File: src/rtl/sfx_sequencer.sv
// Game-event sound sequencer: latches event strobes and plays fixed per-frame trigger patterns.
// Optional macro SFX_QUEUE_EN keeps unstarted events pending instead of dropping them.
module sfx_sequencer #(
    parameter int NUM_STEPS = 4
) (
    input  logic       clk,
    input  logic       reset,
    input  logic       frame_start,
    input  logic       sfx_enable,
    input  logic       ev_pickup,
    input  logic       ev_shoot,
    input  logic       ev_hit,
    input  logic       ev_explode,
    output logic       saw_trigger,
    output logic       square_trigger,
    output logic       noise_trigger,
    output logic       busy,
    output logic [1:0] cur_sfx
);

    typedef enum logic {S_IDLE, S_PLAY} state_t;

    state_t     state_q, state_d;
    logic [1:0] cur_q, cur_d;
    logic [1:0] step_q, step_d;
    logic [3:0] timer_q, timer_d;
    logic [2:0] mask_q, mask_d;
    logic [3:0] pend_q, pend_d;

    logic [3:0] ev_vec;
    logic [3:0] pend_keep;
    logic [1:0] prio;
    logic       prio_vld;
    logic [1:0] step_nxt;
    logic [6:0] rom_start;
    logic [6:0] rom_next;
    logic       last_step;

    // Pattern ROM, {mask[2:0] = {noise,square,saw}, duration[3:0]}; zero duration ends a pattern.
    function automatic logic [6:0] rom(input logic [3:0] addr);
        case (addr)
            4'b11_00: rom = {3'b100, 4'd8};
            4'b11_01: rom = {3'b101, 4'd8};
            4'b11_10: rom = {3'b100, 4'd8};
            4'b11_11: rom = {3'b100, 4'd6};
            4'b10_00: rom = {3'b110, 4'd4};
            4'b10_01: rom = {3'b010, 4'd4};
            4'b10_10: rom = {3'b100, 4'd2};
            4'b01_00: rom = {3'b001, 4'd3};
            4'b01_01: rom = {3'b001, 4'd3};
            4'b00_00: rom = {3'b010, 4'd4};
            4'b00_01: rom = {3'b000, 4'd2};
            4'b00_10: rom = {3'b010, 4'd4};
            default:  rom = 7'd0;
        endcase
    endfunction

    assign ev_vec    = {ev_explode, ev_hit, ev_shoot, ev_pickup};
    assign prio_vld  = |pend_q;
    assign prio      = pend_q[3] ? 2'd3 : pend_q[2] ? 2'd2 : pend_q[1] ? 2'd1 : 2'd0;
    assign step_nxt  = step_q + 2'd1;
    assign rom_start = rom({prio, 2'b00});
    assign rom_next  = rom({cur_q, step_nxt});
    assign last_step = (step_q == 2'(NUM_STEPS - 1));

    always_ff @(posedge clk) begin
        if (reset) begin
            state_q <= S_IDLE;
            cur_q   <= 2'd0;
            step_q  <= 2'd0;
            timer_q <= 4'd0;
            mask_q  <= 3'd0;
            pend_q  <= 4'd0;
        end else begin
            state_q <= state_d;
            cur_q   <= cur_d;
            step_q  <= step_d;
            timer_q <= timer_d;
            mask_q  <= mask_d;
            pend_q  <= pend_d;
        end
    end

    always_comb begin
        state_d = state_q;
        cur_d   = cur_q;
        step_d  = step_q;
        timer_d = timer_q;
        mask_d  = mask_q;
        pend_d  = pend_q | ev_vec;
`ifdef SFX_QUEUE_EN
        pend_keep = pend_q;
`else
        pend_keep = 4'd0;
`endif

        if (!sfx_enable) begin
            state_d = S_IDLE;
            cur_d   = 2'd0;
            step_d  = 2'd0;
            timer_d = 4'd0;
            mask_d  = 3'd0;
            pend_d  = 4'd0;
        end else if (frame_start) begin
            // Strobes arriving with this frame_start are latched but only seen at the next one.
            if (prio_vld && (state_q == S_IDLE || prio > cur_q)) begin
                state_d         = S_PLAY;
                cur_d           = prio;
                step_d          = 2'd0;
                mask_d          = rom_start[6:4];
                timer_d         = rom_start[3:0];
                pend_keep[prio] = 1'b0;
            end else if (state_q == S_PLAY && timer_q == 4'd1) begin
                if (last_step || rom_next[3:0] == 4'd0) begin
                    state_d = S_IDLE;
                    cur_d   = 2'd0;
                    step_d  = 2'd0;
                    timer_d = 4'd0;
                    mask_d  = 3'd0;
                end else begin
                    step_d  = step_nxt;
                    mask_d  = rom_next[6:4];
                    timer_d = rom_next[3:0];
                end
            end else if (state_q == S_PLAY) begin
                timer_d = timer_q - 4'd1;
            end
            pend_d = pend_keep | ev_vec;
        end
    end

    assign saw_trigger    = mask_q[0];
    assign square_trigger = mask_q[1];
    assign noise_trigger  = mask_q[2];
    assign busy           = (state_q == S_PLAY);
    assign cur_sfx        = cur_q;

endmodule

File: config.mk
export PLATFORM = sky130hd
export DESIGN_NAME = sfx_sequencer
export DESIGN_NICKNAME = d
export VERILOG_FILES = /design/src/rtl/sfx_sequencer.sv
export SDC_FILE = /design/constraint.sdc
export NUM_CORES = 1
export LEC_CHECK = 0
export ABC_AREA = 1
export CORE_AREA = 2 2 54 51
export DETAILED_ROUTE_END_ITERATION = 10
export DIE_AREA = 0 0 56 53
export DONT_BUFFER_PORTS = 1
export GPL_ROUTABILITY_DRIVEN = 0
export PLACE_DENSITY = 0.64
export SLEW_MARGIN = 15
export SYNTH_ARGS = -nofsm -noshare
export SYNTH_HDL_FRONTEND = slang
export SYNTH_SLANG_ARGS = --single-unit
File: constraint.sdc
create_clock -name clk -period 4.8 [get_ports clk]
set_clock_uncertainty 0.15 [all_clocks]
set_input_delay 1.2 -clock clk [delete_from_list [all_inputs] [get_ports clk]]
set_output_delay 1.2 -clock clk [all_outputs]
set_load 0.01 [all_outputs]
==> results of run 1 <==
==> sequential cells by signal, indices dropped and copies added, names as in the netlist <==
register,cells
mask_q,3
cur_sfx,2
timer_q,4
step_q,2
busy,1
pend_q,4
==> cells by family (layout without fill, tap and decap cells) <==
group | Yosys count | in the layout | synth area share, %
AO/OA/AOI/OAI | 21 | 21 | 11.06
adder cells (fa/ha/maj) | 8 | 8 | 8.763
buffers and inverters | 30 | 33 | 9.967
flip-flops | 16 | 16 | 28.04
AND/OR/NAND/NOR | 95 | 95 | 42.17
==> per-stage QoR <==
step,std cells,area [µm²]
after CTS,201,1209
after floorplan,170,1142
after global routing,201,1209
after detailed placement,197,1172
final,201,1209
after global placement,197,1172
==> Yosys cell counts <==
cell / number
a21oi_1: 9
o21ai_2: 2
o21ai_1: 2
nor2_2: 2
nand4_4: 1
a21oi_2: 3
inv_1: 21
buf_2: 1
nand2_2: 5
nand3_1: 18
dfxtp_1: 16
clkinv_1: 1
nor2_4: 2
nand4_1: 3
o21ai_0: 4
nand2_1: 38
o21bai_1: 1
inv_2: 7
nand3_2: 3
nor3_1: 1
nand2_4: 3
ha_1: 8
or2_2: 1
nor2_1: 18
==> layout make-up <==
| type | instances | area, µm² | share of cell area (%) |
|---|---|---|---|
| clock buffer | 4 | 36.28 | 3.002 |
| inverter | 29 | 108.9 | 9.006 |
| multi-input combinational | 124 | 708.2 | 58.59 |
| sequential | 16 | 320.3 | 26.50 |
| tap | 28 | 35.03 | 2.899 |
==> placed cells by master, fill, tap and decap left out, types with 3 or more instances in the layout <==
| cell | synthesis | layout |
|---|---|---|
| nor2_1 | 18 | 18 |
| nand2_2 | 5 | 5 |
| dfxtp_1 | 16 | 16 |
| clkbuf_4 | 0 | 3 |
| ha_1 | 8 | 8 |
| nand4_1 | 3 | 3 |
| nand2_4 | 3 | 3 |
| a21oi_1 | 9 | 9 |
| inv_1 | 21 | 21 |
| a21oi_2 | 3 | 3 |
| o21ai_0 | 4 | 4 |
| nand3_1 | 18 | 18 |
| nand2_1 | 38 | 38 |
| inv_2 | 7 | 7 |
| nand3_2 | 3 | 3 |
==> worst paths after layout <==
check	start	endpoint	slack, ns
hold reg to reg	pend_q[0]$_SDFF_PP0_	pend_q[0]$_SDFF_PP0_	0.34
setup reg to reg	pend_q[1]$_SDFF_PP0_	cur_sfx[1]$_SDFFE_PP0P_	2.64
hold / removal	pend_q[0]$_SDFF_PP0_	pend_q[0]$_SDFF_PP0_	0.34
setup / recovery	sfx_enable	mask_q[1]$_SDFFE_PP0P_	2.50
==> worst register-to-register path, stage by stage, from the launching register on <==
cell     delay (ns)
dfxtp_1        0.37
inv_1          0.06
o21ai_0        0.34
inv_1          0.09
ha_1           0.28
nand2_1        0.06
nand2_1        0.06
nand2_2        0.10
nand2_4        0.11
a21oi_2        0.19
nand2_2        0.11
nand3_1        0.08
nand2_1        0.06
==> metal layers <==
metal / part of all wire, % / vias up / wire length (µm)
li1: - / 547 / -
met1: 49 / 467 / 1189
met2: 46 / 19 / 1124
met3: 4.2 / 5 / 103
met4: 0.94 / 0 / 23
met5: 0 / - / 0
==> power by group through the flow <==
stage	clock [mW]	sequential [mW]	combinational, mW
6_report	0.0887	0.145	0.0651
5_1_grt	0.0935	0.146	0.0743
4_1_cts	0.0901	0.145	0.0655
3_5_place_dp	0	0.148	0.0652
3_3_place_gp	0	0.148	0.0642
2_1_floorplan	0	0.146	0.0551
==> results.md, run 1 <==
* Status: finished, final reports clean
* Cells after synthesis at 170
* Critical path depth in cells at 5
* Initial Util at 47.95%
* CP bufs+invs at 2
* Yosys reg bits at 16
* Maximum clock rate at 434.0 MHz
* Post-route total power at 0.2987 mW
* Routed wire length at 2440 µm
* Global-route congestion overflow total at 0
* Die area at 2968 µm²
* Num rows at 17
* CTS buffer count at 3
* Critical Path RT at 4.88 ns
* Cell taking the most area after synthesis: dfxtp_1
* Routed len/inst at 12.14 µm
* M1 GR Usage at 23.03%
* Layout area overhead at 5.805%
* Buffer depth of the longest clock path at 2
* CP endpoint kind: register
* Setup WS post-layout at 2.496 ns
* Clk_lat worst skew at 0.29 ns
* Post-synthesis sequential area ratio at 28.04%
* Vias per inst at 5.164
* Pleak at 0.5817 nW
* DP Worst Slack at 2.220 ns
* Max FO, Critical Path at 12
* Syn_area_per_cell at 6.720 µm²
* Area of the mapped netlist at 1142 µm²
* Drt first-iter violations at 25
* Fillers at 254
* CP Launch Type: input pin
* Comb pwr share at 21.8%
* RSZ-0062 raised after global routing: false
* Worst R2R Path Depth at 12
* CTS tree: yes
* Port Buffers at 0
* Critical path class: input pin to register
* Slowest CP cell: nor2_1
* Gr usage total at 18.17%
* Total number of vias at 1038
* Met3 Resource Use GR at 2.200%
* Net load switching power at 0.09134 mW
* Post-route clock period utilization at 48.00%
* Clk pwr share at 29.7%
* Vias in the first global route at 992
* Slew Limit Headroom at 49.33%
* Hold Violations, Final at 0
* Slew @ Worst Pin at 0.7573 ns
* Final core occ at 50.74%
* Cell count of the worst hold path at 2
* Peak VDD IR at 156.1 µV
* Count of cell types in the netlist at 24
* Maxcap violations at 0
* First-pass GRT wire length at 4222 µm
* Clock root cell: clkbuf_4
* NumNets Final at 190
* Pwr/cell area at 247.1 nW/µm²
* CP Cell Sequence: inv_1 > nor2_1 > inv_1 > o21bai_1 > nor2_1
* Tmin final at 2.304 ns
* Worst hold slack at 0.3402 ns
* CTS resizes at 0
* Total core area at 2382 µm²
* Hold buffer count at cts at 0
* CP peak stage delay at 0.57 ns
* Antenna Cells at 0
* Pins Over Slew Limit at 0
* H-tree Lvls at 1
* Postcts setup bufs at 0
* Clk slew on worst S/H paths at 0.09 ns
* Final HPWL DP at 2017 µm
* GR met2 Demand/Resource at 32.35%
* DRC Markers at 0
* Initial antenna violation count at 0
* Antenna viol nets, final at 0
* Switching share of power at 30.58%
* GRT Max-Usage Layer: met2
* Final setup vio count at 0
* Synth top area cells: dfxtp_1 (28%), nand2_1 (12%), ha_1 (8.8%), nand3_1 (7.9%), inv_1 (6.9%)
* YS warnings at 0
* Top Family by Delay on Critical Path: simple AND/OR/NAND/NOR gates
* Worst Path Arrival at 2.39 ns
* TNS Setup at 0 ns
* IO Pins at 14
* First-pass DRT Iterations at 4
* Sequential power share at 48.5%
* Largest net degree at the start of global routing at 13
* Internal cell power at 0.2074 mW
* CTS sink cnt at 16
* Share of layout cells above drive strength 1 at 19.08%
* Hold WC Path Type: register to register
* Syn nets at 186
* Die Width at 56 µm
* Die Ht at 53 µm
* Top cell type's share of synthesized area at 28.04%
No activity file was read; power rests on OpenSTA's default activity.
==> run 2: changes to the inputs <==
Settings changed: PLACE_DENSITY 0.64 to 0.66.
Clock period 4.8 ns to 2.03 ns, I/O delays scaled along.
==> results.md, run 2 (synthesized netlist as in run 1, its figures left out) <==
* Port Buffers at 0
* M1 wire length at 1163 µm
* NumNets Final at 197
* Commonest non-fill, non-tap cells in the layout: nand2_1 (38), inv_1 (21), nor2_1 (18), nand3_1 (18), dfxtp_1 (15)
* DRC Markers at 0
* Vias in the first global route at 1023
* Largest net degree at the start of global routing at 11
* Commonest non-fill, non-tap cell in the layout: nand2_1
* Pleak at 0.6117 nW
* Buffer depth of the longest clock path at 2
* Vias per inst at 5.348
* Placed Cells at 202
* Die area at 2968 µm²
* Status: finished, final reports clean
* Biggest regs: pend_q (4), timer_q (4), mask_q (3)
* Sink of the worst hold path: pend_q[3]$_SDFF_PP0_
* Final setup vio count at 0
* Post-route cell area at 1251 µm²
* Slew Limit Headroom at 72.34%
* DP Worst Slack at 0.05921 ns
* Routed wire length at 2444 µm
* Layout area overhead at 9.529%
* First-pass GRT wire length at 4167 µm
* End of the worst register-to-register path: step_q[1]$_SDFFE_PP0P_
* Final core occ at 52.52%
* Tmin final at 1.906 ns
* Gr usage total at 17.84%
* Met3 WL at 85 µm
* Peak VDD IR at 429.7 µV
* Share of layout cells above drive strength 1 at 22.91%
* Slew @ Worst Pin at 0.4144 ns
* Antenna Cells at 0
* Worst R2R Path Depth at 13
* Hold Violations, Final at 0
* Setup WS post-layout at 0.1237 ns
* Initial Util at 47.95%
* Clk slew on worst S/H paths at 0.08 ns
* H-tree Lvls at 1
* Clock root cell: clkbuf_4
* TNS Setup at 0 ns
* Met2 wire len at 1156 µm
* Routed len/inst at 11.81 µm
* Initial antenna violation count at 0
* CTS buffer count at 3
* Antenna viol nets, final at 0
* Placed Area at 1210 µm²
* Top layer in use: met4
* Post-route clock period utilization at 93.91%
* CTS tree: yes
* Max FO, Critical Path at 8
* Pins Over Slew Limit at 0
* First-pass DRT Iterations at 4
* Drt first-iter violations at 19
* Num rows at 17
* Cell count of the worst hold path at 2
* Pwr/cell area at 537.7 nW/µm²
* Die Ht at 53 µm
* Critical Path RT at 2.07 ns
* Clk_lat worst skew at 0.28 ns
* Critical path class: register to register
* Total core area at 2382 µm²
* Worst reg2reg setup slack at 0.12 ns
* Total number of vias at 1107
* Maxcap violations at 0
* Fin cells at 207
* Hold Crit Start: ev_explode
* Final HPWL DP at 1981 µm
* Global-route congestion overflow total at 0
* Maximum clock rate at 524.6 MHz
* Post-route total power at 0.6727 mW
* CP Launch Type: register
* Hold WC Path Type: input pin to register
* CTS sink cnt at 16
* Die Width at 56 µm
* Worst hold slack at 0.1851 ns
* IO Pins at 14
* Worst Path Arrival at 1.94 ns
* CP endpoint kind: register
* Critical R2R Launch: pend_q[2]$_SDFF_PP0_
-- run 2: repair_timing --
action	in CTS	in global routing
endpoints found under the setup margin	0	9
resized for setup	0	3
hold endpoints to repair	0	0
setup buffers	0	1
hold buffers	0	0
-- run 2: cell type report --
class | instances | area [µm²]
multi-input cells | 125 | 718.2
inverters | 29 | 108.9
repair buffers | 6 | 45.04
clock buffers | 3 | 22.52
well taps | 28 | 35.03
flip-flops and latches | 16 | 321.6
fillers | 246 | 1131
-- run 2: worst max-delay path: stages, from the launching register on --
cell	delay (ns)
dfxtp_1	0.37
nor2_4	0.15
inv_1	0.06
ha_1	0.28
nand2_1	0.07
nand2_1	0.05
nand2_1	0.06
nand2_2	0.09
nand2_4	0.14
nand2_2	0.08
nand2_4	0.11
nand2_1	0.06
o21ai_1	0.08
nor2_1	0.05
-- run 2: worst max-delay path by stage --
| stage | start | endpoint | slack [ns] | cells past startpoint |
|---|---|---|---|---|
| floorplan | pend_q[1]$_SDFF_PP0_ | step_q[1]$_SDFFE_PP0P_ | 0.21 | 12 |
| global placement | pend_q[3]$_SDFF_PP0_ | step_q[1]$_SDFFE_PP0P_ | 0.15 | 13 |
| detailed placement | pend_q[1]$_SDFF_PP0_ | step_q[1]$_SDFFE_PP0P_ | 0.06 | 13 |
| CTS | pend_q[3]$_SDFF_PP0_ | step_q[1]$_SDFFE_PP0P_ | 0.04 | 13 |
| global route | pend_q[2]$_SDFF_PP0_ | step_q[0]$_SDFFE_PP0P_ | -0.003 | 14 |
| finish | pend_q[2]$_SDFF_PP0_ | step_q[1]$_SDFFE_PP0P_ | 0.12 | 13 |
-- run 2: routing by layer --
layer,GRT usage (%),vias to the layer above
li1,-,562
met1,21.19,526
met2,33.33,14
met3,1.711,5
met4,7.143,0
met5,0,-
-- run 2: where the power goes --
part / switching, mW / total (mW) / internal, mW
clock: 0.0940 / 0.163 / 0.0690
combinational: 0.106 / 0.169 / 0.0632
sequential: 0.0141 / 0.341 / 0.327
total: 0.214 / 0.673 / 0.459
